--- src/rtl/beam_sum.sv ---
// Delay-and-sum beam combiner: captures one 16-channel frame, adds the enabled
// channels serially (one per clock), and presents sum/16 over valid/ready.
module beam_sum #(
    parameter int unsigned NUM_CH = 16,
    parameter int unsigned DATA_W = 19,
    parameter int unsigned ACC_W  = 23
) (
    input  logic              clk,
    input  logic              rst,
    input  logic              sample_valid,
    input  logic [DATA_W-1:0] delayed_pcm_data_0,
    input  logic [DATA_W-1:0] delayed_pcm_data_1,
    input  logic [DATA_W-1:0] delayed_pcm_data_2,
    input  logic [DATA_W-1:0] delayed_pcm_data_3,
    input  logic [DATA_W-1:0] delayed_pcm_data_4,
    input  logic [DATA_W-1:0] delayed_pcm_data_5,
    input  logic [DATA_W-1:0] delayed_pcm_data_6,
    input  logic [DATA_W-1:0] delayed_pcm_data_7,
    input  logic [DATA_W-1:0] delayed_pcm_data_8,
    input  logic [DATA_W-1:0] delayed_pcm_data_9,
    input  logic [DATA_W-1:0] delayed_pcm_data_10,
    input  logic [DATA_W-1:0] delayed_pcm_data_11,
    input  logic [DATA_W-1:0] delayed_pcm_data_12,
    input  logic [DATA_W-1:0] delayed_pcm_data_13,
    input  logic [DATA_W-1:0] delayed_pcm_data_14,
    input  logic [DATA_W-1:0] delayed_pcm_data_15,
    input  logic [NUM_CH-1:0] channel_mask,
    input  logic              beam_ready,
    input  logic              clear_overrun,
    output logic [DATA_W-1:0] beam_data,
    output logic              beam_valid,
    output logic              busy,
    output logic              overrun
);

    localparam int unsigned CNT_W = $clog2(NUM_CH);

    typedef enum logic [1:0] {IDLE, ACCUM, OUTPUT} state_t;

    state_t            state_q, state_d;
    logic [DATA_W-1:0] pcm    [NUM_CH];
    logic [DATA_W-1:0] snap_q [NUM_CH];
    logic [NUM_CH-1:0] mask_q;
    logic [ACC_W-1:0]  acc_q, acc_d;
    logic [CNT_W-1:0]  cnt_q, cnt_d;
    logic [DATA_W-1:0] beam_data_d;
    logic              beam_valid_d, busy_d, overrun_d;
    logic              capture, drop;
    logic [DATA_W-1:0] cur;
    logic [ACC_W-1:0]  term, sum;

    assign pcm[0]  = delayed_pcm_data_0;
    assign pcm[1]  = delayed_pcm_data_1;
    assign pcm[2]  = delayed_pcm_data_2;
    assign pcm[3]  = delayed_pcm_data_3;
    assign pcm[4]  = delayed_pcm_data_4;
    assign pcm[5]  = delayed_pcm_data_5;
    assign pcm[6]  = delayed_pcm_data_6;
    assign pcm[7]  = delayed_pcm_data_7;
    assign pcm[8]  = delayed_pcm_data_8;
    assign pcm[9]  = delayed_pcm_data_9;
    assign pcm[10] = delayed_pcm_data_10;
    assign pcm[11] = delayed_pcm_data_11;
    assign pcm[12] = delayed_pcm_data_12;
    assign pcm[13] = delayed_pcm_data_13;
    assign pcm[14] = delayed_pcm_data_14;
    assign pcm[15] = delayed_pcm_data_15;

    // Current channel's contribution, sign-extended and masked
    always_comb begin
        cur  = snap_q[cnt_q];
        term = mask_q[cnt_q] ? {{(ACC_W-DATA_W){cur[DATA_W-1]}}, cur} : '0;
        sum  = acc_q + term;
    end

    always_comb begin
        state_d      = state_q;
        acc_d        = acc_q;
        cnt_d        = cnt_q;
        beam_data_d  = beam_data;
        beam_valid_d = beam_valid;
        capture      = 1'b0;
        drop         = 1'b0;

        case (state_q)
            IDLE: begin
                capture = sample_valid;
            end
            ACCUM: begin
                acc_d = sum;
                cnt_d = cnt_q + CNT_W'(1);
                drop  = sample_valid;
                if (cnt_q == CNT_W'(NUM_CH - 1)) begin
                    // Fixed divide by the channel count, floor via arithmetic shift
                    beam_data_d  = DATA_W'($signed(sum) >>> CNT_W);
                    beam_valid_d = 1'b1;
                    state_d      = OUTPUT;
                end
            end
            OUTPUT: begin
                if (beam_valid && beam_ready) begin
                    beam_valid_d = 1'b0;
                    state_d      = IDLE;
                    capture      = sample_valid;
                end else begin
                    drop = sample_valid;
                end
            end
            default: state_d = IDLE;
        endcase

        if (capture) begin
            acc_d   = '0;
            cnt_d   = '0;
            state_d = ACCUM;
        end

        busy_d    = (state_d != IDLE);
        overrun_d = drop | (overrun & ~clear_overrun);
    end

    always_ff @(posedge clk) begin
        if (!rst) begin
            state_q    <= IDLE;
            acc_q      <= '0;
            cnt_q      <= '0;
            beam_data  <= '0;
            beam_valid <= 1'b0;
            busy       <= 1'b0;
            overrun    <= 1'b0;
        end else begin
            state_q    <= state_d;
            acc_q      <= acc_d;
            cnt_q      <= cnt_d;
            beam_data  <= beam_data_d;
            beam_valid <= beam_valid_d;
            busy       <= busy_d;
            overrun    <= overrun_d;
        end
    end

    // Frame snapshot; datapath only, so no reset needed
    always_ff @(posedge clk) begin
        if (capture) begin
            for (int i = 0; i < int'(NUM_CH); i++) snap_q[i] <= pcm[i];
            mask_q <= channel_mask;
        end
    end

endmodule

--- config.mk ---
export PLATFORM = sky130hd
export DESIGN_NAME = beam_sum
export DESIGN_NICKNAME = d
export VERILOG_FILES = /design/src/rtl/beam_sum.sv
export SDC_FILE = /design/constraint.sdc
export NUM_CORES = 1
export LEC_CHECK = 0
export ABC_AREA = 1
export CAP_MARGIN = 20
export CORE_MARGIN = 2
export CORE_UTILIZATION = 50
export CTS_CLUSTER_SIZE = 25
export DETAILED_ROUTE_END_ITERATION = 16
export PLACE_DENSITY = 0.86
export SKIP_CTS_REPAIR_TIMING = 1
export SLEW_MARGIN = 20
export SYNTH_ARGS = -nofsm -noshare
export SYNTH_HDL_FRONTEND = slang
export SYNTH_SLANG_ARGS = --single-unit
--- constraint.sdc ---
create_clock -name clk -period 10.08 [get_ports clk]
set_input_delay 2.016 -clock clk [delete_from_list [all_inputs] [get_ports clk]]
set_output_delay 2.016 -clock clk [all_outputs]
set_load 0.05 [all_outputs]
Word-level counts from Yosys, hierarchy flattened
Memory sizes are Yosys's and may differ from the RTL's. A register that Yosys moved wholly into a read port is not among the register bits. Cells that the tools add are included.

Flip-flop bits (word level): 67. Bits in writable memories: 304. Input bits: 325. Output and inout bits: 22. Memories kept: 1.

Memories: snap_q (depth 16, width 19, read ports 1, clocked after Yosys merged registers in 1, wr ports 16, RTL line 42) `logic [DATA_W-1:0] snap_q [NUM_CH];`.

Add/subtract/negate cells: 2. Magnitude comparators: 1. Equality and inequality tests: 5. Muxes and demuxes: 18. Bitwise logic cells: 4. Reductions and logical operators: 7.

Operators with widths (count): adder 23 bit (1); 2-to-1 mux 23 bit (1); 2-to-1 mux 4 bit (2); 2-to-1 mux 1 bit (7); 2-to-1 mux 2 bit (3); case mux 1 bit (2 select lines) (3); case mux 2 bit (3 select lines) (1); less-than comparator 4 x 5 -> 1 bit, second input constant (1); adder 4 x 1 -> 4 bit, second input constant (1); binary-select mux 1 bit (select 4 bit) (1); equality test 4 bit, second input constant (1); != test 2 bit, second input constant (2); nonzero test 2 bit (2); AND reduction 3 bit (1); equality test 2 x 1 -> 1 bit, second input constant (1); equality test 2 bit, second input constant (1); logical NOT 2 bit (1); inverter 1 bit (2); AND reduction 2 bit (1); OR reduction 2 bit (1); AND 1 bit (1); logical AND 1 bit (1); bitwise OR 1 bit (1).

Depth between registers and ports, before layout
Gate-level depths: netlist (run 1).

Depth after elaboration: 5. Mapped depth: 27.

Least setup slack after synthesis (run 1)
OpenSTA, ideal clock, no wires.

Path kind: input to register. Start: input beam_ready. End: register mask_q[0], enable pin. Data arrival time: 8522 ps. Data required time: 9410 ps. Setup slack: 887 ps. Stages on the path: 4. Buffers on the path: 0. Cell sequence: nand2_1 > nor2_1 > o21ai_0 > inv_1.

Longest elaborated chain between the ends: 3.

RTL lines: from (decl) (RTL line 28) `input logic beam_ready,`; logical AND 1 bit (RTL line 101) `if (beam_valid && beam_ready) begin`; 2-to-1 mux 1 bit (RTL line 101); case mux 1 bit (2 select lines) (RTL line 85) `case (state_q)`; via capture (RTL line 48) `logic capture, drop;`; to (signal assigned) (RTL line 146) `mask_q <= channel_mask;`; to (decl) (RTL line 43) `logic [NUM_CH-1:0] mask_q;`.

The timed path passes the listed nets, and every way through them passes these cells. A chain may end at the register's enable or synchronous reset.

==> results of run 1 <==
[state kept, by name, indices dropped and copies added, names as in the netlist, named ones only]
name        flops
beam_data      19
acc_q          23
beam_valid      1
mask_q         16
state_q         2
overrun         1
cnt_q           4
busy            1
snap_q        304
[cells by family (layout without fill, tap and decap cells)]
kind of cell / count (synthesis) / after routing
and+or+nand+nor: 515 / 515
DFF: 375 / 375
AOI/OAI and AO/OA: 332 / 332
buffers and inverters: 179 / 530
adders and majority gates: 28 / 28
xor gates and xnor gates: 15 / 15
other: 0 / 6
[through the flow]
| stage | power (mW) | setup WS [ns] | utilization [%] | cell area, µm² |
|---|---|---|---|---|
| final | 3.620 | 4.822 | 66.36 | 20940 |
| after global routing | 3.736 | 4.659 | 66.36 | 20940 |
| after CTS | 3.635 | 5.007 | 66.22 | 20900 |
| after detailed placement | 2.231 | 4.454 | 62.23 | 19640 |
| after global placement | 2.216 | 4.553 | 62.23 | 19640 |
| after floorplan | 2.055 | 0.8874 | - | 16010 |
[power groups by stage]
stage | registers (mW) | clock network, mW | logic [mW]
after CTS | 1.83 | 1.43 | 0.377
after global routing | 1.83 | 1.49 | 0.410
final | 1.83 | 1.41 | 0.379
after detailed placement | 1.86 | 0 | 0.374
after global placement | 1.85 | 0 | 0.364
after floorplan | 1.87 | 0 | 0.186
[metal layers]
layer,vias up,track usage (%),share of wire [%]
met1,5761,30.72,37
met5,-,0,0
met3,100,4.428,7.5
met4,0,10.05,3.9
met2,617,44.85,51
li1,5716,-,-
[worst reg2reg max path, delay by kind of cell (launching register included)]
kind	cells	cell delay, ns
compound gates	5	1.11
fa+ha+maj	1	0.32
buf+inv	6	1.09
flops	1	0.84
simple gates	10	0.91
[cells in the final DEF (no fill, tap or decap), types with 8 or more instances in the layout]
cell type	Yosys	routed
edfxtp_1	320	320
o22ai_1	42	42
nor2_1	199	199
inv_1	96	95
nand3_2	8	8
buf_4	8	11
nand2_1	229	228
o21ai_0	154	154
xor2_1	10	10
a21oi_1	57	57
clkdlybuf4s50_1	0	346
nand3_1	63	63
o221ai_1	32	32
dfxtp_1	55	52
ha_1	27	27
nand2_2	7	8
o21ai_1	33	33
clkbuf_16	0	41
[how the worst max path moves through the flow]
stage	from	endpoint	slack, ns
after floorplan	beam_ready	mask_q[0]	0.89
after global placement	beam_ready	snap_q[15][3]	4.55
after detailed placement	beam_ready	snap_q[0][13]	4.45
after CTS	beam_ready	snap_q[0][13]	5.01
after global routing	beam_ready	snap_q[3][14]	4.66
final	beam_ready	snap_q[6][12]	4.82
[cell type report]
cell class	instances	area [µm²]
clock buffers	50	1077
multi-input cells	890	4481
well taps	402	503.0
repair buffers	358	3573
flip-flops and latches	375	10720
fillers	2256	10620
diodes	6	15.01
inverters	101	394.1
clock inverters	21	180.2
==> metrics.cfg, run 1 <==
[run_status]
outcome=completed

[setup_path]
timing.critical_path.max_delay_family=buffers and inverters
regToRegSetupSlack_ns=5.70
worstSetupPathType=input pin to register
reg2regPathDepth=22
crit_top_cell=buf_4
cpMaxStageDelayCell=buf_4
critical_path.endpoint_type=register
worst-path-buf-inv=4
timing.critical_path.fanout_max=157
critical_path_required_ns=10.24
critical_path_cell_count=7
reg2reg_to=acc_q[21]
timing.critical_path.arrival_ns=5.41
worstSetupStartpointType=input pin
worst_path_largest_cell_delay_ns=0.74
crit_chain=clkdlybuf4s50_1, nand2_1, nor2_1, o21ai_0, inv_8, buf_4, buf_4

[grt]
global_route.usage.total_pct=25.28
overflow=0
grt_antenna_before_repair=5
grt_pass1_vias=12105
first_pass_grt_wire_length_um=64920
grt_start_max_net_pins=158

[synthesis]
ys_ff_latch=375
synth_top_family_by_area=simple AND/OR/NAND/NOR gates
synth.cell_area_um2=16010
muxShareOfSynthArea_pct=0
synth_top_area_cell=edfxtp_1
ys_async_sr_fraction_pct=0
ys_top_cells_by_count=320 x edfxtp_1, 229 x nand2_1, 199 x nor2_1
synthAdderAreaFrac_pct=2.235
number_of_enable_flip_flop_cells_after_synthesis=320
synth.avg_cell_area_um2=11.09
post_synth_inst_count=1444
synth_compound_gate_area_share_pct=11.72
synthesis.nets=1797
yosys.cell_types.count=43
synth_top_area_share_pct=60.03
yosysMostFrequentCell=edfxtp_1
synth_top_flop_cell=edfxtp_1
synthSimpleGateAreaFrac_pct=13.15
yosys_warnings=0
synth_xor_area_share_pct=0.8676
ys_seq_area_share_pct=66.91
synthTopCellsByArea=edfxtp_1 60%, dfxtp_1 6.9%, nand2_1 5.4%

[final_layout]
drive_gt1_share_pct=5.850
final_cell_count_no_fill=2203
design.final.nets=2119
flow.area_growth_from_synthesis_pct=30.81

[pwr]
power.static_leakage_nw=7.824
seq_power_share_pct=50.5
clock_power_share_pct=39.1
power.share.combinational_pct=10.5
power.share.switching_pct=23.11
worst_ir_drop_vdd_mv=0.1599
pwrdens_nw_per_um2=172.9
p_switching_mw=0.8366
power_report.internal_total_mw=2.783

[die]
placement_rows=65
die_y_um=182.9
floorplan.core_area_um2=31560
ioPinCount=347
initial_utilization_pct=50.73
floorplan.die.width_um=182.9
dieArea_um2=33460

[drt]
dr_total_vias=12194
drt_pass1_iterations=6
drt.antenna.violating_nets=0
detail_route.iter0.violations=1011
detail_route.drc_violations=0
routed_via_density=5.535
totalWireLength_um=43550
wire_per_inst_um=19.77

[cts]
clk_root_buffer_cell=clkbuf_16
h_tree_levels=2
clock-sinks=375
clkLatencyLatePin_ns=0.53
max-clock-path-buffers=3
clk_transition_reported_paths_ns=0.06
cts_made_buffers=40
cts_tree=yes

[timing]
report.final.setup_viol=0
report.final.hold_viol_count=0
worst_slew_pin_slew_ns=1.148
final_max_slew_viol_count=0
fin_hold_ws_ns=0.4633
fin_skew_ns=0.02320
period_needed_ns=5.258
fmaxAchievable_mhz=190.2
setup_tns_ns=0
max_slew_headroom_pct=23.44
layout_worst_path_cycle_share_pct=52.16
rsz_0062_raised_after_global_routing=no

[placed_design]
place.detailed.instances=2125
gp_routability_congestion=0.8721
port_buffers=346
detailedPlacementHpwl_um=29330

[run]
number_of_maximum_capacitance_violations=0

[hold_path]
hold_path_end=overrun
worstHoldPathCells=2
hold_path.startpoint=overrun
path_category_of_the_worst_min_delay_check=register to register

(Power assumes the default switching activity.)
==> run 2: changes to the inputs <==
- clock period: 10.08 -> 5 ns (I/O delays scaled with it)
==> run 2 against run 1 <==
  * Core utilization is 0.056 points higher
  * Critical endpoint is now beam_data[6]
  * Combinational power is 110% higher
  * Largest power group unchanged
  * Sequential power is 100% higher
  * Highest routed layer unchanged
  * Cell count hardly changed
==> metrics.cfg, run 2 (same netlist as run 1, synthesis figures left out) <==
[run_status]
outcome=completed

[final_layout]
largest_register=snap_q
fin_util_pct=66.42  ; about the same
layout.cells.most_common=clkdlybuf4s50_1
flow.area_growth_from_synthesis_pct=30.92  ; about the same
most-common-layout-cells=346 x clkdlybuf4s50_1, 320 x edfxtp_1, 227 x nand2_1
design.final.nets=2122  ; +0.14%
drive_gt1_share_pct=5.794  ; -0.056 points
multi_input_comb_area_um2=4508  ; +0.61%
sequential_area_um2=10720  ; unchanged
fillers=2272  ; +0.71%
layout_top_registers=snap_q x304, acc_q x23, beam_data x19
largest_register_ffs=304  ; unchanged

[timing]
fmaxAchievable_mhz=268.3
worst_slew_pin_slew_ns=1.129  ; -0.01955 ns
layout_worst_path_cycle_share_pct=74.55
period_needed_ns=3.728
final_max_slew_viol_count=0  ; unchanged
rsz_0062_raised_after_global_routing=no
report.final.hold_viol_count=0  ; unchanged
setup_tns_ns=0  ; unchanged
report.final.setup_viol=0  ; unchanged
max_slew_headroom_pct=24.74  ; +1.3 points
fin_skew_ns=0.02660  ; +0.003403 ns
fin_ws_ns=1.272  ; -3.550 ns

[die]
dieArea_um2=33460  ; unchanged
floorplan.core_area_um2=31560  ; unchanged
ioPinCount=347  ; unchanged
floorplan.die.width_um=182.9  ; unchanged
placement_rows=65  ; unchanged
die_y_um=182.9  ; unchanged
initial_utilization_pct=50.73  ; unchanged

[grt]
grtUsageMet2_pct=45.09  ; +0.24 points
global_route.usage.total_pct=25.92  ; +0.63 points
grt_antenna_before_repair=3  ; -2
grt_start_max_net_pins=153  ; -3.2%
global_routing_met3_resource_utilization_pct=4.388  ; -0.040 points
overflow=0  ; unchanged
busiest_layer=met2
grt_pass1_vias=12366  ; +2.2%
first_pass_grt_wire_length_um=66610  ; +2.6%
grt_use_met1_pct=31.58  ; +0.85 points

[placed_design]
detailedPlacementHpwl_um=30020  ; +2.3%
port_buffers=346  ; unchanged
gp_routability_congestion=0.9031  ; +3.6%
preCtsSetupSlack_ns=1.342  ; -3.111 ns

[setup_path]
critical_path.endpoint_type=register
timing.critical_path.fanout_max=35  ; -78%
reg2regPathDepth=18  ; -18%
critical_path_required_ns=5.44  ; -4.80 ns
regToRegSetupSlack_ns=1.27  ; -4.43 ns
worstSetupStartpointType=register
timing.critical_path.arrival_ns=4.16  ; -1.25 ns
reg2reg_to=beam_data[6]
worstSetupPathType=register to register

[pwr]
pwrdens_nw_per_um2=341.6  ; +98%
worst_ir_drop_vdd_mv=0.2631  ; +65%
power_mw=7.159  ; +98%
power.static_leakage_nw=7.805  ; -0.24%

[cts]
max-clock-path-buffers=3  ; unchanged
cts_tree=yes
clkLatencyLatePin_ns=0.53  ; about the same
clock-sinks=375  ; unchanged
clk_transition_reported_paths_ns=0.06  ; about the same
cts_made_buffers=39  ; -2.5%
h_tree_levels=2  ; unchanged
clk_root_buffer_cell=clkbuf_16

[drt]
drt.antenna.violating_nets=0  ; unchanged
detail_route.drc_violations=0  ; unchanged
dr_total_vias=12332  ; +1.1%
wire_per_inst_um=20.01  ; +1.2%
routed_via_density=5.603  ; +1.2%
totalWireLength_um=44050  ; +1.1%
drt_pass1_iterations=5  ; -1
detail_route.iter0.violations=1195  ; +18%

[hold_path]
path_category_of_the_worst_min_delay_check=register to register
hold_path_end=beam_data[15]
hold_path.startpoint=beam_data[15]
worstHoldPathCells=2  ; unchanged

[run]
number_of_maximum_capacitance_violations=0  ; unchanged

run 2: metal layers:
layer,share of wire (%),routed length [µm]
met5,0,0
met4,5.0,2217
met3,7.1,3137
met2,51,22360
met1,37,16330
run 2: power by group:
part           leakage [nW]  internal [mW]  switching (mW)
clock network         0.567           1.52            1.17
logic                  3.72          0.364           0.432
registers              3.51           3.61          0.0566
total                  7.81           5.50            1.66
run 2: cell type report:
type	instances	area share, %
inverters	101	1.863
diodes	4	0.04776
repair buffers	362	17.46
multi-input cells	890	21.51
clock buffers	51	4.967
flip-flops and latches	375	51.13
clock inverters	16	0.6209
well taps	402	2.400
run 2: how the worst max path moves through the flow:
stage,startpoint,endpoint,slack [ns]
global placement,register,acc_q[21],1.37
detailed placement,register,acc_q[21],1.34
CTS,register,acc_q[21],1.31
global route,register,acc_q[22],0.96
floorplan,beam_ready,mask_q[0],-1.50
finish,register,beam_data[6],1.27
run 2: worst max-delay path, stage by stage (launching register included):
cell and delay, ns:
dfxtp_2 0.32, inv_2 0.49, buf_4 0.44, o21ai_0 0.16
o22ai_1 0.15, nand2_1 0.07, nand3_1 0.12, nand3_1 0.09
inv_1 0.07, ha_1 0.16, inv_1 0.06, fa_1 0.41
o21ai_2 0.26, nand2_1 0.10, nand2_2 0.12, a21oi_1 0.12
xnor2_1 0.25, nand2_1 0.10, a21oi_1 0.12
run 2: stage by stage:
step           hold WS, ns  instance area [µm²]  cells
2_1_floorplan       0.4453                16040   1444
3_3_place_gp        0.4517                19770   2130
3_5_place_dp        0.4542                19770   2130
4_1_cts             0.4629                20950   2197
5_1_grt             0.4745                20950   2199
6_report            0.4618                20960   2201
